**src/rtl/nx_dyn_delay_pkg.sv**
```systemverilog
// nx_dyn_delay_pkg: shared state encoding, field widths and default phase lengths for the delay-line port controller
package nx_dyn_delay_pkg;
    typedef enum logic [2:0] {IDLE, SETUP, STROBE, SETTLE, DONE} state_t;
    localparam int DS_W = 2;
    localparam int ADDR_W = 6;
    localparam int DATA_W = 6;
    localparam int SETUP_CYC_D = 1;
    localparam int STROBE_CYC_D = 1;
    localparam int SETTLE_CYC_D = 2;
endpackage

```
**src/rtl/nx_rr_arbiter.sv**
```systemverilog
// nx_rr_arbiter: combinational round-robin pick of the first request at or after ptr (req/ptr in, one-hot gnt and idx out)
module nx_rr_arbiter #(
    parameter int NUM_REQ = 4,
    parameter int IW = (NUM_REQ > 1) ? $clog2(NUM_REQ) : 1
) (
    input  logic [NUM_REQ-1:0] req,
    input  logic [IW-1:0]      ptr,
    output logic [NUM_REQ-1:0] gnt,
    output logic [IW-1:0]      idx
);
    always_comb begin
        gnt = '0;
        idx = '0;
        for (int i = NUM_REQ - 1; i >= 0; i--)
            if (req[(int'(ptr) + i) % NUM_REQ]) begin
                idx = IW'((int'(ptr) + i) % NUM_REQ);
                gnt = NUM_REQ'(1) << ((int'(ptr) + i) % NUM_REQ);
            end
    end
endmodule

```
**src/rtl/nx_dyn_delay_ctrl.sv**
```systemverilog
// nx_dyn_delay_ctrl: round-robin shares one NX dynamic delay-line port (DS/DRA/DRI/DRL/DCK out, DRO/DID in) among requesters (req/ack/rdata/rid/busy)
module nx_dyn_delay_ctrl
    import nx_dyn_delay_pkg::*;
#(
    parameter int NUM_REQ = 4,
    parameter int SETUP_CYC = SETUP_CYC_D,
    parameter int STROBE_CYC = STROBE_CYC_D,
    parameter int SETTLE_CYC = SETTLE_CYC_D
) (
    input  logic                      CK,
    input  logic                      R,
    input  logic [NUM_REQ-1:0]        req,
    input  logic [NUM_REQ-1:0]        req_we,
    input  logic [DS_W*NUM_REQ-1:0]   req_ds,
    input  logic [ADDR_W*NUM_REQ-1:0] req_addr,
    input  logic [DATA_W*NUM_REQ-1:0] req_wdata,
    output logic [NUM_REQ-1:0]        ack,
    output logic [DATA_W-1:0]         rdata,
    output logic [ADDR_W-1:0]         rid,
    output logic                      busy,
    output logic [DS_W-1:0]           DS,
    output logic [ADDR_W-1:0]         DRA,
    output logic [DATA_W-1:0]         DRI,
    output logic                      DRL,
    output logic                      DCK,
    input  logic [DATA_W-1:0]         DRO,
    input  logic [ADDR_W-1:0]         DID
);
    localparam int IW = (NUM_REQ > 1) ? $clog2(NUM_REQ) : 1;
    state_t st;
    logic [3:0] cnt;
    logic [IW-1:0] ptr, gi, idx;
    logic [NUM_REQ-1:0] own, gnt;
    nx_rr_arbiter #(.NUM_REQ(NUM_REQ), .IW(IW)) u_arb (
        .req(req),
        .ptr(ptr),
        .gnt(gnt),
        .idx(idx)
    );
    always_ff @(posedge CK) begin
        if (R) begin
            st <= IDLE;
            cnt <= '0;
            ptr <= '0;
            gi <= '0;
            own <= '0;
            ack <= '0;
            busy <= 1'b0;
            DS <= '0;
            DRA <= '0;
            DRI <= '0;
            DRL <= 1'b0;
            DCK <= 1'b0;
            rdata <= '0;
            rid <= '0;
        end else begin
            ack <= '0;
            case (st)
                IDLE: if (|req) begin
                    st <= SETUP;
                    cnt <= 4'(SETUP_CYC - 1);
                    gi <= idx;
                    own <= gnt;
                    busy <= 1'b1;
                    DS <= req_ds[idx*DS_W +: DS_W];
                    DRA <= req_addr[idx*ADDR_W +: ADDR_W];
                    DRI <= req_wdata[idx*DATA_W +: DATA_W];
                    DRL <= req_we[idx];
                end
                SETUP: if (cnt == 4'd0) begin
                    st <= STROBE;
                    DCK <= 1'b1;
                    cnt <= 4'(STROBE_CYC - 1);
                end else cnt <= cnt - 4'd1;
                STROBE: if (cnt == 4'd0) begin
                    DCK <= 1'b0;
                    if (SETTLE_CYC == 0) begin
                        st <= DONE;
                        rdata <= DRO;
                        rid <= DID;
                        ack <= own;
                    end else begin
                        st <= SETTLE;
                        cnt <= 4'(SETTLE_CYC - 1);
                    end
                end else cnt <= cnt - 4'd1;
                SETTLE: if (cnt == 4'd0) begin
                    st <= DONE;
                    rdata <= DRO;
                    rid <= DID;
                    ack <= own;
                end else cnt <= cnt - 4'd1;
                DONE: begin
                    st <= IDLE;
                    busy <= 1'b0;
                    ptr <= (int'(gi) == NUM_REQ - 1) ? '0 : gi + 1'b1;
                end
                default: st <= IDLE;
            endcase
        end
    end
endmodule
```
**config.mk**
```make
export PLATFORM = sky130hd
export DESIGN_NAME = nx_dyn_delay_ctrl
export DESIGN_NICKNAME = d
export VERILOG_FILES = /design/src/rtl/nx_dyn_delay_pkg.sv /design/src/rtl/nx_rr_arbiter.sv /design/src/rtl/nx_dyn_delay_ctrl.sv
export SDC_FILE = /design/constraint.sdc
export NUM_CORES = 1
export LEC_CHECK = 0
export CORE_ASPECT_RATIO = 1.75
export CORE_MARGIN = 2
export CORE_UTILIZATION = 30
export DETAILED_ROUTE_END_ITERATION = 10
export GPL_ROUTABILITY_DRIVEN = 1
export PLACE_DENSITY_LB_ADDON = 0.05
export SYNTH_ARGS = -nofsm -noshare
export SYNTH_HDL_FRONTEND = slang
export SYNTH_SLANG_ARGS = --single-unit
```
**constraint.sdc**
```tcl
create_clock -name CK -period 3.2 [get_ports CK]
set_input_delay 0.96 -clock CK [delete_from_list [all_inputs] [get_ports CK]]
set_output_delay 0.96 -clock CK [all_outputs]
set_load 0.005 [all_outputs]
```
# Yosys cells after proc, flatten, opt, wreduce, memory -nomap -nowiden
# Cells that the tools add are included.
totals:
  reg_bits: 48
  word_cells: 100
classes:
  n_lt_le_gt_ge: 5
  mul: 1
  muxes: 37
  eq_ne: 10
  addsub: 5
  bitwise: 5
  shift: 7
  reduce_logical: 16
ops:
  columns: ["operator", "n"]
  rows:
  - ["1-bit by 32-bit left shift with 4-bit output (first input constant)", 3]
  - ["24-bit by 6-bit variable part select with 6-bit output", 2]
  - ["4-bit 2-to-1 mux", 8]
  - ["4-bit one-hot mux with 4 select lines", 1]
  - ["3-bit by 4-bit less-than comparator with 1-bit output (second input constant)", 3]
  - ["3-bit 2-to-1 mux", 4]
  - ["3-bit one-hot mux with 4 select lines", 1]
  - ["1-bit 2-to-1 mux", 11]
  - ["1-bit binary-select mux with 2-bit select", 5]
  - ["2-bit 2-to-1 mux", 5]
  - ["2-bit inequality test (second input constant)", 5]
  - ["8-bit by 4-bit variable part select with 2-bit output", 1]
  - ["3-bit by 2-bit == test with 1-bit output (second input constant)", 2]
  - ["2-bit by 3-bit less-than comparator with 1-bit output (second input constant)", 2]
  - ["2-bit AND reduction", 3]
  - ["3-bit AND reduction", 2]
  - ["2-bit OR reduction", 3]
  - ["2-bit by 1-bit adder with 2-bit output (second input constant)", 2]
  - ["2-bit adder (second input constant)", 2]
  - ["4-bit logical NOT", 1]
  - ["2-bit by 2-bit multiplier with 4-bit output (second input constant)", 1]
  - ["1-bit one-hot mux with 2 select lines", 2]
  - ["4-bit AND reduction", 1]
  - ["2-bit nonzero test", 2]
  - ["11 further kinds", 14]

# Longest topological paths before layout
depth:
  word_depth: 12
  depth_mapped: 13

# Modules after synthesis
# A second synthesis with hierarchy kept.
unflattened:
  cells_unflattened: 302
  hier_area_um2: 2691.3
by_module_without_submodules:
  columns: ["mod", "cells_per_inst", "seq_area_each_um2", "area_each_um2", "n_inst"]
  rows:
  - ["nx_dyn_delay_ctrl", 242, 960.9, 2200.9, 1]
  - ["nx_rr_arbiter", 60, 0.0, 490.5, 1]

# Worst setup path before layout
# Ideal clock, no wire load.
synth_path:
  path_type: "flip-flop to flip-flop"
  startpoint: "register ptr[0]"
  endpoint: "register DRA[2]"
  arrival_ps: 3115
  path_stages_with_launch: 13
  required_time_ps: 3105
  path_buffers: 4
  period_less_slack_ps: 3210
  setup_slack_ps: -10
  path_cell_list: "dfxtp_1 -> buf_6 -> clkbuf_1 -> inv_1 -> ha_1 -> mux4_2 -> buf_6 -> o21bai_4 -> a21oi_4 -> buf_6 -> nor3_1 -> or4_1 -> o311ai_1"
synth_between:
  elab_chain_cells: 10
  word_cells_on_any_way: 20
  classes_between: "add/sub (3); mul (1); shift (1); mux (15)"
synth_rtl:
  columns: ["element", "line", "rtl"]
  rows:
  - ["start, declared", "nx_dyn_delay_ctrl.sv:32", "logic [IW-1:0] ptr, gi, idx;"]
  - ["start signal, assigned", "nx_dyn_delay_ctrl.sv:96", "ptr <= (int'(gi) == NUM_REQ - 1) ? '0 : gi + 1'b1;"]
  - ["2-bit adder", "nx_rr_arbiter.sv:15, nx_rr_arbiter.sv:16", null]
  - ["1-bit binary-select mux with 2-bit select", "nx_rr_arbiter.sv:15", "if (req[(int'(ptr) + i) % NUM_REQ]) begin"]
  - ["1-bit 2-to-1 mux (not written as such) (2 in series)", "nx_rr_arbiter.sv:15", null]
  - ["2-bit 2-to-1 mux (3 in series)", "nx_rr_arbiter.sv:15", null]
  - ["2-bit 2-to-1 mux *", "nx_rr_arbiter.sv:15", null]
  - ["2-bit by 2-bit multiplier with 4-bit output *", "nx_dyn_delay_ctrl.sv:66", "DRA <= req_addr[idx*ADDR_W +: ADDR_W];"]
  - ["24-bit by 6-bit variable part select with 6-bit output *", "nx_dyn_delay_ctrl.sv:66", null]
  - ["end signal, assigned", "nx_dyn_delay_ctrl.sv:66", null]
  - ["end, declared", "nx_dyn_delay_ctrl.sv:22", "output logic [ADDR_W-1:0] DRA,"]
# Mark *: on every way between the ends. The rest lies on a longest branch, timed or not. The select of a mux whose other input is x is not followed.
# A chain may end at the register's enable or synchronous reset.

# Worst setup path after layout
layout_path:
  startpoint: "input port req[2]"
  endpoint: "register DRI[3]"
layout_between:
  elab_chain_cells: 9
  word_cells_on_any_way: 19
  classes_between: "mul (1); shift (1); mux (15); reduce/logical (2)"
layout_rtl:
  columns: ["element", "line", "rtl"]
  rows:
  - ["start, declared", "nx_dyn_delay_ctrl.sv:12", "input logic [NUM_REQ-1:0] req,"]
  - ["1-bit binary-select mux with 2-bit select", "nx_rr_arbiter.sv:15", null]
  - ["1-bit 2-to-1 mux (not written as such) (2 in series)", "nx_rr_arbiter.sv:15", null]
  - ["2-bit 2-to-1 mux (4 in series)", "nx_rr_arbiter.sv:15", null]
  - ["2-bit by 2-bit multiplier with 4-bit output", "nx_dyn_delay_ctrl.sv:67", "DRI <= req_wdata[idx*DATA_W +: DATA_W];"]
  - ["24-bit by 6-bit variable part select with 6-bit output", "nx_dyn_delay_ctrl.sv:67", null]
  - ["end signal, assigned", "nx_dyn_delay_ctrl.sv:67", null]
  - ["end, declared", "nx_dyn_delay_ctrl.sv:23", "output logic [DATA_W-1:0] DRI,"]
# Parallel ways exist; a longest one is shown, timed or not. The select of a mux whose other input is x is not followed.

==> reports/metrics.yaml <==
syn_avg_cell_area_sq_um: 7.70
synth-simple-area-share_pct: 31.9
final_common_cell: "clkdlybuf4s50_1"
synth_top_family_by_area: "simple AND/OR/NAND/NOR gates"
drv_cap: 0
power_density_nw_per_um2: 622
vias_per_cell: 5.00
synth_compound_area_share_pct: 17.0
grt_antenna_before_repair: 0
crit_path_end_kind: "register"
critPathSlowestCell: "mux4_2"
yosys.area_share.adder_pct: 4.49
cp_top_family: "buffers and inverters"
drive_above_1_share_pct: 10.5
seqCellArea_sq_um: 961
worst_slew_pin_slew_ps: 504
die_w_um: 76.9
clock_tree.root_cell: "clkbuf_16"
switching_share_pct: 33.0
track_usage_pct: 18.0
ctsResizeCount: 0
yosysSeqAreaShare_pct: 34.5
reg2reg_slack_ps: 580
drc: 0
hp-start: "rdata[2]"
pwr-share-seq_pct: 31.6
criticalPathCategory: "input port to register"
core_sq_um: 9040
die_area_sq_um: 10100
holdCritPathClass: "register to register"
grt_pass1_vias: 2985
max_freq_mhz: 323
async_flop_share_pct: 0
power_frac_clock_pct: 25.6
vias: 3032
crit_fanout: 15
vdd_drop_max_mv: 0.576
postSynthCellCount: 362
slew_violations: 0
synth.largest_area_cell: "dfxtp_1"
dp_slack_ps: -240
synth_area_leaders: "dfxtp_1, nor2_1, nand2_1, ha_1, nor3_1"
cts_setup_buffers: 0
die_h_um: 132
p_switching_w: 0.000908
grt_max_degree: 31
worstHoldPathCells: 2
syn_to_final_growth_pct: 58.8
most-common-layout-cells: "clkdlybuf4s50_1, nor2_1, nand2_1, dfxtp_1, buf_4"
initial_core_util_pct: 30.9
cp_num_buf_inv: 2
fin_util_pct: 49.0
path_clk_slew_ps: 70
synth-xor-area-share_pct: 0.314
combinationalPowerShare_pct: 42.8
yosys.cell_types.count: 45
finalSetupViolCount: 0
start_kind: "input port"
layout_setup_ws_ps: 104
cts_tree: "done"
clk-insertion-delay-late_ps: 300
relSlewSlack_pct: 66.3
ys_ff_latch: 48
synth-edff-count: 0
dp_hpwl_um: 6930
rr_startpoint: "ptr[0]"
wire_per_inst_um: 14.8
holdBufCountCts: 0
status: "completed"
hold-worst-slack_ps: 455
rsz0062_at_grt: "no"
grt_pass1_wl_um: 14700
hold_end: "rdata[2]"
worst_ep_required_time_ps: 3400
cts_buffer_depth: 2
postRouteAntennaNets: 0
synth_top_area_share_pct: 34.5
io_pins: 111
cts.sinks: 48
yosys_warnings: 0
portBuffers: 110
diodes: 0
leakagePower_nw: 1.67
cpPeakStageDelay_ps: 590
grt-ovfl-total: 0
nFillCells: 917
fin_nets: 574
rr_worst_depth: 9
period_needed_ps: 3100
path_cells: "clkdlybuf4s50_1 -> mux4_2 -> o21bai_4 -> a21oi_4 -> buf_12 -> nor3_1 -> or4_1 -> o311ai_0"
synth_flop_cell: "dfxtp_1"
multi_input_area_sq_um: 1680
cts_max_level: 2
drtIter0Drc: 118
syn-num-nets: 450
muxShareOfSynthArea_pct: 6.28
hold_violations: 0
drt_wl_total_um: 8960
critical_path_arrival_ps: 3290
fin_skew_ps: 6.57
rows: 46
place_congestion: 0.757
r2r_end: "DRI[3]"
period_share_pct: 96.7
cts_made_buffers: 5
drtPass1Iterations: 4
p_int_w: 0.00185
syn_area_sq_um: 2790
layer usage:
| layer | part of all wire (%) | global-route usage (%) | vias up |
|---|---|---|---|
| li1 | - | - | 1527 |
| met1 | 38 | 18.3 | 1410 |
| met4 | 1.6 | 5.96 | 0 |
| met3 | 4.4 | 3.78 | 9 |
| met2 | 56 | 35.1 | 86 |
| met5 | 0 | 0 | - |
how the worst max path moves through the flow:
stage / startpoint / endpoint / cells after the start
global route: req[2] / DRI[3] / 8
detailed placement: req[0] / DRA[2] / 8
CTS: req[0] / DRA[2] / 8
floorplan: ptr[0] / DRI[2] / 12
finish: req[2] / DRI[3] / 8
global placement: req[0] / DRA[2] / 8
sequential cells by signal (all words and copies together) (netlist names):
register	count
rid	6
DRI	6
gi	2
own	4
DS	2
DRL	1
cnt	4
ptr	2
st	3
DCK	1
ack	4
DRA	6
busy	1
rdata	6
cell usage after synthesis, drive strengths merged, types with 2 or more instances:
master	instances
a21oi	22
a221oi	5
a31oi	2
and2	5
buf	9
clkbuf	17
dfxtp	48
ha	10
inv	6
mux2i	7
mux4	4
nand2	52
nand2b	3
nand3	2
nor2	77
nor2b	6
nor3	25
nor4	2
o21ai	11
o22ai	2
o311ai	18
or4	14
cell families (layout without fill, tap and decap cells):
group | count (synthesis) | count (layout)
XOR/XNOR | 1 | 1
buffers and inverters | 32 | 157
AO/OA/AOI/OAI | 67 | 67
multiplexers | 12 | 12
flip-flops | 48 | 48
adder cells (fa/ha/maj) | 10 | 10
AND/OR/NAND/NOR | 192 | 192
layout make-up:
class,count,share of cell area [%]
clock inverters,3,1.55
inverters,6,0.509
clock buffers,5,2.83
flip-flops and latches,48,21.7
well taps,120,3.39
multi-input cells,282,37.9
repair buffers,143,32.2
power groups by stage:
stage                     Combinational [W]  Clock [W]  Sequential [W]
final                               0.00118   0.000705        0.000870
after global routing                0.00131   0.000749        0.000896
after CTS                           0.00119   0.000727        0.000871
after floorplan                    0.000643          0        0.000851
after detailed placement            0.00119          0        0.000885
after global placement              0.00118          0        0.000881
per-stage QoR:
stage	total power (W)	TNS (ps)	cells	area (sq um)
final	0.00275	0	607	4430
after global routing	0.00295	0	607	4430
after CTS	0.00279	0	607	4420
after detailed placement	0.00207	-3010	599	4230
after global placement	0.00206	-2930	599	4230
after floorplan	0.00149	0	362	2790
worst register-to-register path, stage by stage (launching register included):
cell and delay [ps]:
dfxtp_1 330, inv_1 130, ha_1 430, mux4_2 400, o21bai_4 220, a21oi_4 180
buf_12 160, nor3_1 60, or4_1 520, o311ai_0 110
Power figures use the tool's default switching activity.
